$ cat src/rtl/mem_port_arbiter.sv
// mem_port_arbiter: shares one single-port, variable-latency memory between
// instruction fetch and data access. Data has fixed priority over fetch. A
// starvation counter forces a fetch grant after STARVE_LIMIT consecutive
// losses. Every memory-facing output and ack is registered. The stall outputs
// are combinational from the request inputs and the registered acks.
module mem_port_arbiter #(
  parameter int ADDR_W       = 32,
  parameter int DATA_W       = 32,
  parameter int STARVE_LIMIT = 4
) (
  input  logic              clk_i,
  input  logic              rst_i,
  input  logic              if_req_i,
  input  logic [ADDR_W-1:0] if_addr_i,
  output logic              if_ack_o,
  output logic [DATA_W-1:0] if_rdata_o,
  input  logic              dm_req_i,
  input  logic              dm_we_i,
  input  logic [ADDR_W-1:0] dm_addr_i,
  input  logic [DATA_W-1:0] dm_wdata_i,
  output logic              dm_ack_o,
  output logic [DATA_W-1:0] dm_rdata_o,
  output logic              mem_req_o,
  output logic              mem_we_o,
  output logic [ADDR_W-1:0] mem_addr_o,
  output logic [DATA_W-1:0] mem_wdata_o,
  input  logic              mem_ready_i,
  input  logic [DATA_W-1:0] mem_rdata_i,
  output logic              stall_if_o,
  output logic              stall_dm_o
);

  localparam int CNT_W = $clog2(STARVE_LIMIT + 1);

  typedef enum logic [1:0] {IDLE, IF_BUSY, DM_BUSY} state_t;

  state_t             state_q, state_d;
  logic [CNT_W-1:0]   starve_cnt_q, starve_cnt_d;
  logic               grant_if, grant_dm;
  logic               mem_req_d, mem_we_d;
  logic [ADDR_W-1:0]  mem_addr_d;
  logic [DATA_W-1:0]  mem_wdata_d;
  logic               if_ack_d, dm_ack_d;
  logic [DATA_W-1:0]  if_rdata_d, dm_rdata_d;
  logic               starved;

  assign starved = (starve_cnt_q == CNT_W'(STARVE_LIMIT));

  // State register plus every registered output.
  always_ff @(posedge clk_i or negedge rst_i) begin
    if (!rst_i) begin
      state_q      <= IDLE;
      starve_cnt_q <= '0;
      mem_req_o    <= 1'b0;
      mem_we_o     <= 1'b0;
      mem_addr_o   <= '0;
      mem_wdata_o  <= '0;
      if_ack_o     <= 1'b0;
      dm_ack_o     <= 1'b0;
      if_rdata_o   <= '0;
      dm_rdata_o   <= '0;
    end else begin
      state_q      <= state_d;
      starve_cnt_q <= starve_cnt_d;
      mem_req_o    <= mem_req_d;
      mem_we_o     <= mem_we_d;
      mem_addr_o   <= mem_addr_d;
      mem_wdata_o  <= mem_wdata_d;
      if_ack_o     <= if_ack_d;
      dm_ack_o     <= dm_ack_d;
      if_rdata_o   <= if_rdata_d;
      dm_rdata_o   <= dm_rdata_d;
    end
  end

  // Next state: arbitrate in IDLE, wait for the memory in the busy states.
  always_comb begin
    state_d  = state_q;
    grant_if = 1'b0;
    grant_dm = 1'b0;
    case (state_q)
      IDLE: begin
        if (dm_req_i && !(if_req_i && starved)) begin
          grant_dm = 1'b1;
          state_d  = DM_BUSY;
        end else if (if_req_i) begin
          grant_if = 1'b1;
          state_d  = IF_BUSY;
        end
      end
      IF_BUSY, DM_BUSY: if (mem_ready_i) state_d = IDLE;
      default: state_d = IDLE;
    endcase
  end

  // Next values of the registered outputs. The memory bus is loaded on a
  // grant, held while busy and cleared on completion.
  always_comb begin
    starve_cnt_d = starve_cnt_q;
    if (grant_if)
      starve_cnt_d = '0;
    else if (grant_dm && if_req_i)
      starve_cnt_d = starve_cnt_q + 1'b1;

    mem_req_d   = (state_d != IDLE);
    mem_we_d    = 1'b0;
    mem_addr_d  = '0;
    mem_wdata_d = '0;
    if (grant_dm) begin
      mem_we_d    = dm_we_i;
      mem_addr_d  = dm_addr_i;
      mem_wdata_d = dm_wdata_i;
    end else if (grant_if) begin
      mem_addr_d  = if_addr_i;
    end else if (state_q != IDLE && !mem_ready_i) begin
      mem_we_d    = mem_we_o;
      mem_addr_d  = mem_addr_o;
      mem_wdata_d = mem_wdata_o;
    end

    if_ack_d   = (state_q == IF_BUSY) && mem_ready_i;
    dm_ack_d   = (state_q == DM_BUSY) && mem_ready_i;
    // A store completing must not overwrite the last load result.
    if_rdata_d = if_ack_d ? mem_rdata_i : if_rdata_o;
    dm_rdata_d = (dm_ack_d && !mem_we_o) ? mem_rdata_i : dm_rdata_o;
  end

  assign stall_if_o = if_req_i & ~if_ack_o;
  assign stall_dm_o = dm_req_i & ~dm_ack_o;

endmodule

$ cat config.mk
export PLATFORM = sky130hd
export DESIGN_NAME = mem_port_arbiter
export DESIGN_NICKNAME = d
export VERILOG_FILES = /design/src/rtl/mem_port_arbiter.sv
export SDC_FILE = /design/constraint.sdc
export NUM_CORES = 1
export LEC_CHECK = 0
export ABC_CLOCK_PERIOD_IN_PS = 2800
export BUFFER_PORTS_ARGS = -buffer_cell sky130_fd_sc_hd__buf_2
export CORE_UTILIZATION = 49
export CTS_BUF_LIST = sky130_fd_sc_hd__clkbuf_8 sky130_fd_sc_hd__clkbuf_16
export CTS_CLUSTER_DIAMETER = 40
export CTS_CLUSTER_SIZE = 8
export DETAILED_ROUTE_END_ITERATION = 7
export GPL_TIMING_DRIVEN = 0
export PLACE_DENSITY = 0.85
export SLEW_MARGIN = 20
export SYNTH_ARGS = -nofsm -noshare
export SYNTH_HDL_FRONTEND = slang
export SYNTH_SLANG_ARGS = --single-unit
$ cat constraint.sdc
create_clock -name clk_i -period 2.8 [get_ports clk_i]
set_input_delay 0.14 -clock clk_i [delete_from_list [all_inputs] [get_ports clk_i]]
set_output_delay 0.14 -clock clk_i [all_outputs]
set_load 0.1 [all_outputs]
# [Word-level counts from Yosys, hierarchy flattened]
# Cells that the tools add are included.
[op_classes] addsub=1 n_eq_ne=4 n_mux=19 bitwise=4 n_reduce_logical=15
[ops] cell="32-bit two-way mux" n=5
[ops] cell="1-bit two-way mux" n=8
[ops] cell="1-bit logical AND" n=7
[ops] cell="2-bit two-way mux" n=3
[ops] cell="3-bit two-way mux" n=2
[ops] cell="2-bit nonzero test" n=3
[ops] cell="2-bit case mux with 2 select lines" n=1
[ops] cell="3-bit by 1-bit adder with 3-bit output, second input constant" n=1
[ops] cell="3-bit equality test, second input constant" n=1
[ops] cell="1-bit zero test" n=3
[ops] cell="3-bit inequality test, second input constant" n=1
[ops] cell="1-bit AND" n=2
[ops] cell="2-bit by 1-bit equality test with 1-bit output, second input constant" n=1
[ops] cell="2-bit equality test, second input constant" n=1
[ops] cell="2-bit zero test" n=1
[ops] cell="1-bit inverter" n=2
[ops] cell="2-bit OR reduction" n=1
[totals] ff_bits=137 in_bits=134 out_inout_bits=134

# [Depth between registers and ports, before layout]
# Gate-level depths: netlist of the first run.
[logic_depth] word_depth=9 ltp_mapped=8 ltp_nobuf=5

# [Worst setup path before layout of the first run]
# OpenSTA, ideal clock, no wires.
[synth_timing] path_kind="reg2out" from="register dm_ack_o" to="output port stall_dm_o" arrival_ns=2.211 t_required_ns=2.660 path_slack_ns=0.449 path_stages_with_launch=2 path_buffers=0 cell_sequence="dfrtp_1 > nor2b_1"
[synth_via] elab_chain_len=2
[synth_rtl] element="from (decl)" line="21" text="output logic dm_ack_o,"
[synth_rtl] element="from (signal assigned)" line="70" text="dm_ack_o <= dm_ack_d;"
[synth_rtl] element="1-bit inverter" line="129" text="assign stall_dm_o = dm_req_i & ~dm_ack_o;"
[synth_rtl] element="1-bit AND" line="129"
[synth_rtl] element="to (decl)" line="30" text="output logic stall_dm_o"
# No other way between the ends.

# [Worst setup path after layout of the first run]
[layout_timing] from="register state_q[0]" to="register mem_addr_o[27]"
[layout_via] elab_chain_len=4 elab_cells_between_ends=8
[layout_rtl] element="from (decl)" line="37" text="state_t state_q, state_d;"
[layout_rtl] element="from (signal assigned)" line="63" text="state_q <= state_d;"
[layout_rtl] element="2-bit zero test" line="81" text="case (state_q)"
[layout_rtl] element="1-bit two-way mux" line="81"
[layout_rtl] element="32-bit two-way mux" line="113" text="end else if (grant_if) begin"
[layout_rtl] element="32-bit two-way mux" line="109" text="if (grant_dm) begin"
[layout_rtl] element="to (signal assigned)" line="67" text="mem_addr_o <= mem_addr_d;"
[layout_rtl] element="to (decl)" line="25" text="output logic [ADDR_W-1:0] mem_addr_o,"
# Parallel ways exist; a longest one is shown, timed or not.
# A chain may end at the register's enable or synchronous reset.

==> metrics.md, run 1 <==
| Metric | Value |
|---|---|
| Outcome | finished, final reports clean |
| Worst-Skew Late Latency | 540 ps |
| Dpl hpwl | 10600 um |
| Die height | 107 um |
| Hold Crit Class | in2async |
| DP Worst Slack | 753 ps |
| Distinct cells, synth | 29 |
| Syn Area/Cell | 14.7 um2 |
| Finished Core Util | 84.7% |
| Wire length per cell | 21.1 um |
| Initial antenna violation count | 0 |
| Largest family of logic cells by synthesized area | multiplexers |
| Mapped Cells | 367 |
| CTS root buf | clkbuf_8 |
| Vias in the first global route | 5713 |
| Gr usage total | 36.2% |
| Core Rows | 37 |
| Largest net degree at the start of global routing | 91 |
| Post-CTS Setup Inserts | 0 |
| Clock Sinks | 137 |
| Max clock buf depth | 2 |
| RSZ-0062 raised after global routing | false |
| Startpoint Class | flip-flop |
| RePlAce Congestion | 0.776 |
| Setup crit end kind | flip-flop |
| Die W | 107 um |
| Setup ws final | 200 ps |
| DR pass1 iterations | 5 |
| Syn-to-layout area delta | 64.6% |
| Ports | 268 |
| Min Tclk post-route | 2600 ps |
| Fin Hold WS | 115 ps |
| Final setup violating endpoints | 0 |
| Via count | 5141 |
| Synthesized-area fraction occupied by adder cells | 1.39% |
| Share of layout cells above drive strength 1 | 48.1% |
| Crit-path max FO | 10 |
| Max H-tree Level | 4 |
| Critical Path AT | 3050 ps |
| Initial Utilization | 51.5% |
| Actual slew at the worst max-slew pin | 582 ps |
| Synthesis Warnings | 0 |
| Starting DRT DRC Count | 365 |
| Met2 usage | 63.5% |
| GRT Max-Usage Layer | met2 |
| Avg Vias per Cell | 5.48 |
| Overflow after GRT | 0 |
| Placeable Area | 10500 um2 |
| XOR/XNOR Fraction of Synth Area | 0% |
| Routed WL | 19800 um |
| FMAX | 0.385 GHz |
| Die ar. | 11500 um2 |
| Grt met3 use | 11.1% |
| Mux cell area share after synthesis | 13.3% |
| Critical Path RT | 3250 ps |
| Layout Skew | 12.3 ps |
| Hold Vio Cnt, Final | 0 |
| Reg2Reg Setup Slack | 200 ps |
| Sequential area share after synthesis | 63.4% |
| # fillers | 469 |
| Final Cycle Share | 92.9% |
| Synthesized area | 5410 um2 |
| Final Max Slew Viols | 0 |
| Flops & latches, synth | 137 |
| Final nets | 928 |
| CTS tree | yes |
| Complex-gate fraction of the synthesized area | 12.3% |
| Start-to-end type of the worst setup path | reg2reg |
| Max_cap viols | 0 |
| Syn nets | 507 |
| Clk slew on worst S/H paths | 60 ps |
| CTS Buf Count | 17 |
| Met1 Use GR | 38.1% |
| Remaining DRCs | 0 |
| Simple-gate area share of the yosys netlist | 6.22% |
| ANT nets after route | 0 |
| Global-route wire length before repair | 30400 um |
| Max_slew headroom | 61.2% |
| Port Buffers | 267 |
==> metrics by stage <==
stage | cells | setup TNS (ps) | instance area (um2)
floorplan | 367 | 0 | 5410
global placement | 770 | -11590 | 6920
detailed placement | 771 | 0 | 6950
CTS | 937 | 0 | 8900
global route | 937 | 0 | 8900
finish | 938 | 0 | 8900
==> flip-flops by register name, indices dropped and copies added (netlist names) <==
| signal | flops |
|---|---|
| dm_ack_o | 1 |
| dm_rdata_o | 32 |
| if_ack_o | 1 |
| if_rdata_o | 32 |
| mem_addr_o | 32 |
| mem_req_o | 1 |
| mem_wdata_o | 32 |
| mem_we_o | 1 |
| starve_cnt_q | 3 |
| state_q | 2 |
==> placed cells by master, fill, tap and decap left out, types with 2 or more instances in the layout <==
master,synthesis,layout
o21ai_0,4,4
clkbuf_2,1,2
nand3_1,2,2
clkinv_2,0,3
clkbuf_8,0,3
buf_2,15,281
clkbuf_16,0,16
dfrtp_1,137,137
nand4_1,2,2
a221o_1,32,32
clkbuf_1,4,3
ha_1,6,6
buf_6,6,6
nand2b_1,2,2
mux2_2,63,63
and2_1,33,33
inv_1,5,10
nand2_1,3,3
dlygate4sd3_1,0,134
nor2b_1,5,5
nor2_1,3,3
bufinv_16,0,4
a22o_1,33,33
==> layout make-up <==
class / instances / area [um2] / share of cell area (%)
Clock inverter: 13 / 161 / 1.81
Timing Repair Buffer: 402 / 2720 / 30.5
Buffer: 26 / 164 / 1.84
Antenna cell: 1 / 2.50 / 0.0281
Multi-Input combinational cell: 199 / 1800 / 20.2
Clock buffer: 19 / 442 / 4.96
Tap cell: 136 / 170 / 1.91
Sequential cell: 137 / 3430 / 38.5
Inverter: 5 / 18.8 / 0.211
==> metal layers <==
metal / wire length [um] / part of all wire, %
met4: 928 / 4.7
met3: 1700 / 8.6
met5: 0 / 0
met2: 10400 / 53
met1: 6760 / 34
==> synthesized netlist by cell type, drive strengths merged <==
cell type / count / share of area, %
a21bo: 1 / 0.19
a21o: 1 / 0.14
a21oi: 1 / 0.092
a221o: 32 / 5.9
a22o: 33 / 5.3
a31o: 1 / 0.16
a31oi: 1 / 0.12
and2: 33 / 3.8
and3: 1 / 0.21
buf: 21 / 2.6
clkbuf: 5 / 0.37
dfrtp: 137 / 63
ha: 6 / 1.4
inv: 5 / 0.35
mux2: 64 / 13
nand2: 3 / 0.21
nand2b: 2 / 0.23
nand3: 3 / 0.37
nand3b: 1 / 0.14
nand4: 2 / 0.23
nor2: 3 / 0.21
nor2b: 5 / 0.58
nor3: 1 / 0.092
nor3b: 1 / 0.14
o21ai: 4 / 0.37
==> critical path, cell delays in order, from the launching register on <==
cell	delay, ps
dfrtp_1	420
inv_1	80
ha_1	200
buf_2	160
nor2_1	200
clkbuf_2	280
buf_2	270
and2_1	180
a221o_1	120
dlygate4sd3_1	610
==> repair_timing <==
item / 4_1_cts / 5_1_grt
endpoints found under the setup margin: 0 / 1
hold buffers: 134 / 0
gates resized for setup: 0 / 2
endpoints found under the hold margin: 271 / 0
==> cell families after synthesis <==
group	count (synthesis)
flops	137
compound gates	74
mux	64
simple gates	55
buf+inv	31
fa+ha+maj	6
==> worst paths after layout <==
path | cells past startpoint | end | from
hold reg to reg | 1 | if_rdata_o[24]$_DFFE_PN0P_ | if_rdata_o[24]$_DFFE_PN0P_
min in group clk_i | 3 | mem_wdata_o[11]$_DFFE_PN0P_ | dm_wdata_i[11]
max in group asynchronous | 3 | mem_wdata_o[30]$_DFFE_PN0P_ | rst_i
setup reg to reg | 9 | mem_addr_o[27]$_DFFE_PN0P_ | state_q[0]$_DFF_PN0_
hold / removal | 2 | dm_rdata_o[25]$_DFFE_PN0P_ | rst_i
setup / recovery | 9 | mem_addr_o[27]$_DFFE_PN0P_ | state_q[0]$_DFF_PN0_
Power of run 1 is not shown: default switching activity piles up to over one toggle a cycle in this logic, so the estimate is an artifact.
==> run 2: changes to the inputs <==
- ABC_CLOCK_PERIOD_IN_PS: 2800 -> 2500
- CORE_UTILIZATION: 49 -> 46
- PLACE_DENSITY: 0.85 -> 0.8
- clock period: 2.8 -> 2.5 ns (I/O delays scaled with it)
==> metrics.md, run 2 (synthesis results as in run 1) <==
| Metric | Value |
|---|---|
| Outcome | finished, final reports clean |
| Actual slew at the worst max-slew pin | 622 ps (+40.4 ps) |
| Most common cell on crit path | clkbuf_4 |
| Min Tclk post-route | 2400 ps (-204 ps) |
| Ports | 268 (unchanged) |
| Finished Core Util | 77.7% (-7.0 points) |
| Crit-path max FO | 10 (unchanged) |
| Start-to-end type of the worst setup path | reg2reg |
| Clk slew on worst S/H paths | 60 ps (about the same) |
| Hold worst-path end | starve_cnt_q[2]$_DFFE_PN0P_ |
| Max_cap viols | 0 (unchanged) |
| Commonest cells after routing, fill and taps aside | buf_2, dfrtp_1, dlygate4sd3_1 |
| Largest net degree at the start of global routing | 87 (-4.4%) |
| Critical path, cell by cell | inv_1 -> ha_1 -> clkbuf_4 -> nor2_1 -> clkbuf_4 -> clkbuf_4 -> and2_1 -> a221o_1 -> dlygate4sd3_1 |
| Share of layout cells above drive strength 1 | 49.0% (+0.93 points) |
| GRT Max-Usage Layer | met2 |
| Final Cycle Share | 95.8% (+3.0 points) |
| Clock Sinks | 137 (unchanged) |
| Worst-Skew Late Latency | 410 ps (-130 ps) |
| Wire length per cell | 19.2 um (-9.0%) |
| Max clock buf depth | 2 (unchanged) |
| Grt met3 use | 8.51% (-2.6 points) |
| Setup TNS | 0 ps (unchanged) |
| Final nets | 927 (-0.11%) |
| FMAX | 0.417 GHz (+8.5%) |
| Layout Skew | 10.3 ps (-2.00 ps) |
| RR Endpoint | mem_addr_o[20]$_DFFE_PN0P_ |
| Hold Crit Class | in2reg |
| RePlAce Congestion | 0.855 (+10%) |
| Most common cell after layout, fill and taps aside | buf_2 |
| Remaining DRCs | 0 (unchanged) |
| Die W | 110 um (+3.1%) |
| Reg2Reg Depth | 9 (unchanged) |
| Global-route wire length before repair | 29300 um (-3.5%) |
| Core Rows | 39 (+5.4%) |
| DR pass1 iterations | 4 (-1) |
| Critical path's slowest cell | dlygate4sd3_1 |
| CTS Buf Count | 17 (unchanged) |
| Max_slew headroom | 58.5% (-2.7 points) |
| DP Worst Slack | 462 ps (-291 ps) |
| Dpl hpwl | 10400 um (-1.7%) |
| Met1 Use GR | 34.8% (-3.2 points) |
| Slowest cell delay on critical path | 570 ps (-40 ps) |
| RSZ-0062 raised after global routing | false |
| Hold Startpoint | dm_req_i |
| Placeable Area | 11400 um2 (+8.7%) |
| Gr usage total | 30.9% (-5.3 points) |
| Via count | 4951 (-3.7%) |
| CTS root buf | clkbuf_16 |
| Starting DRT DRC Count | 324 (-11%) |
| Routed WL | 18100 um (-8.7%) |
| Max H-tree Level | 4 (unchanged) |
| Die ar. | 12200 um2 (+6.4%) |
| Setup crit end kind | flip-flop |
| Hold Vio Cnt, Final | 0 (unchanged) |
| ANT nets after route | 0 (unchanged) |
| Ant diodes | 0 (-1) |
| Setup ws final | 104 ps (-96.2 ps) |
| Avg Vias per Cell | 5.26 (-4.0%) |
| Syn-to-layout area delta | 64.0% |
| Final setup violating endpoints | 0 (unchanged) |
| Critical Path AT | 2680 ps (-370 ps) |
| Port Buffers | 267 (unchanged) |
| Startpoint Class | flip-flop |
| Die height | 110 um (+3.1%) |
| Initial Utilization | 47.4% (-4.1 points) |
| Reg2Reg Setup Slack | 100 ps (-100 ps) |
| Critical Path RT | 2780 ps (-470 ps) |
| Overflow after GRT | 0 (unchanged) |
| Final Max Slew Viols | 0 (unchanged) |
| Met2 usage | 53.5% (-10 points) |
| Initial antenna violation count | 0 (unchanged) |
| Vias in the first global route | 5488 (-3.9%) |
| RR Startpoint | state_q[1]$_DFF_PN0_ |
| CTS tree | yes |
| Hold Path Stages | 3 |
## run 2: how the worst max path moves through the flow
stage	cells past startpoint	slack, ps	to	startpoint
3_3_place_gp	1	-390	mem_wdata_o[7]$_DFFE_PN0P_	rst_i
6_report	9	100	mem_addr_o[20]$_DFFE_PN0P_	state_q[1]$_DFF_PN0_
4_1_cts	9	20	mem_addr_o[20]$_DFFE_PN0P_	state_q[0]$_DFF_PN0_
3_5_place_dp	8	460	mem_wdata_o[19]$_DFFE_PN0P_	state_q[0]$_DFF_PN0_
5_1_grt	9	1	mem_addr_o[20]$_DFFE_PN0P_	state_q[1]$_DFF_PN0_
2_1_floorplan	1	160	stall_dm_o	dm_ack_o$_DFF_PN0_
## run 2: layout make-up
| type | count | area, um2 |
|---|---|---|
| buffer | 26 | 171 |
| clock buffer | 23 | 508 |
| clock inverter | 7 | 67.6 |
| fill | 623 | 2550 |
| inverter | 5 | 18.8 |
| multi-input combinational | 199 | 1800 |
| sequential | 137 | 3430 |
| tap | 143 | 179 |
| timing repair buffer | 401 | 2700 |
## run 2: routing by layer
layer / routed length (um) / part of all wire [%]
met1: 6780 / 38
met2: 9130 / 50
met3: 1450 / 8.0
met4: 717 / 4.0
met5: 0 / 0
## run 2: repair_timing
item | 4_1_cts | 5_1_grt
resized for setup | 0 | 8
endpoints found under the setup margin | 0 | 6
endpoints found under the hold margin | 180 | 0
hold buffers | 130 | 0
setup buffers | 0 | 3
## run 2: worst max-delay path: cells and delay by family, from the launching register on
kind	cells	cell delay [ps]
AO/OA/AOI/OAI	1	280
buffers and inverters	5	1210
AND/OR/NAND/NOR	2	240
flip-flops	1	400
adder cells (fa/ha/maj)	1	150
## run 2: per-stage QoR
stage               hold WS, ps  cell area (um2)  std cells
floorplan                  -171             5410        367
global placement            349             6920        777
detailed placement         55.3             6960        778
CTS                        29.2             8840        938
global route               55.6             8870        941
finish                     41.4             8870        941
Power of run 2 is left out for the same reason.
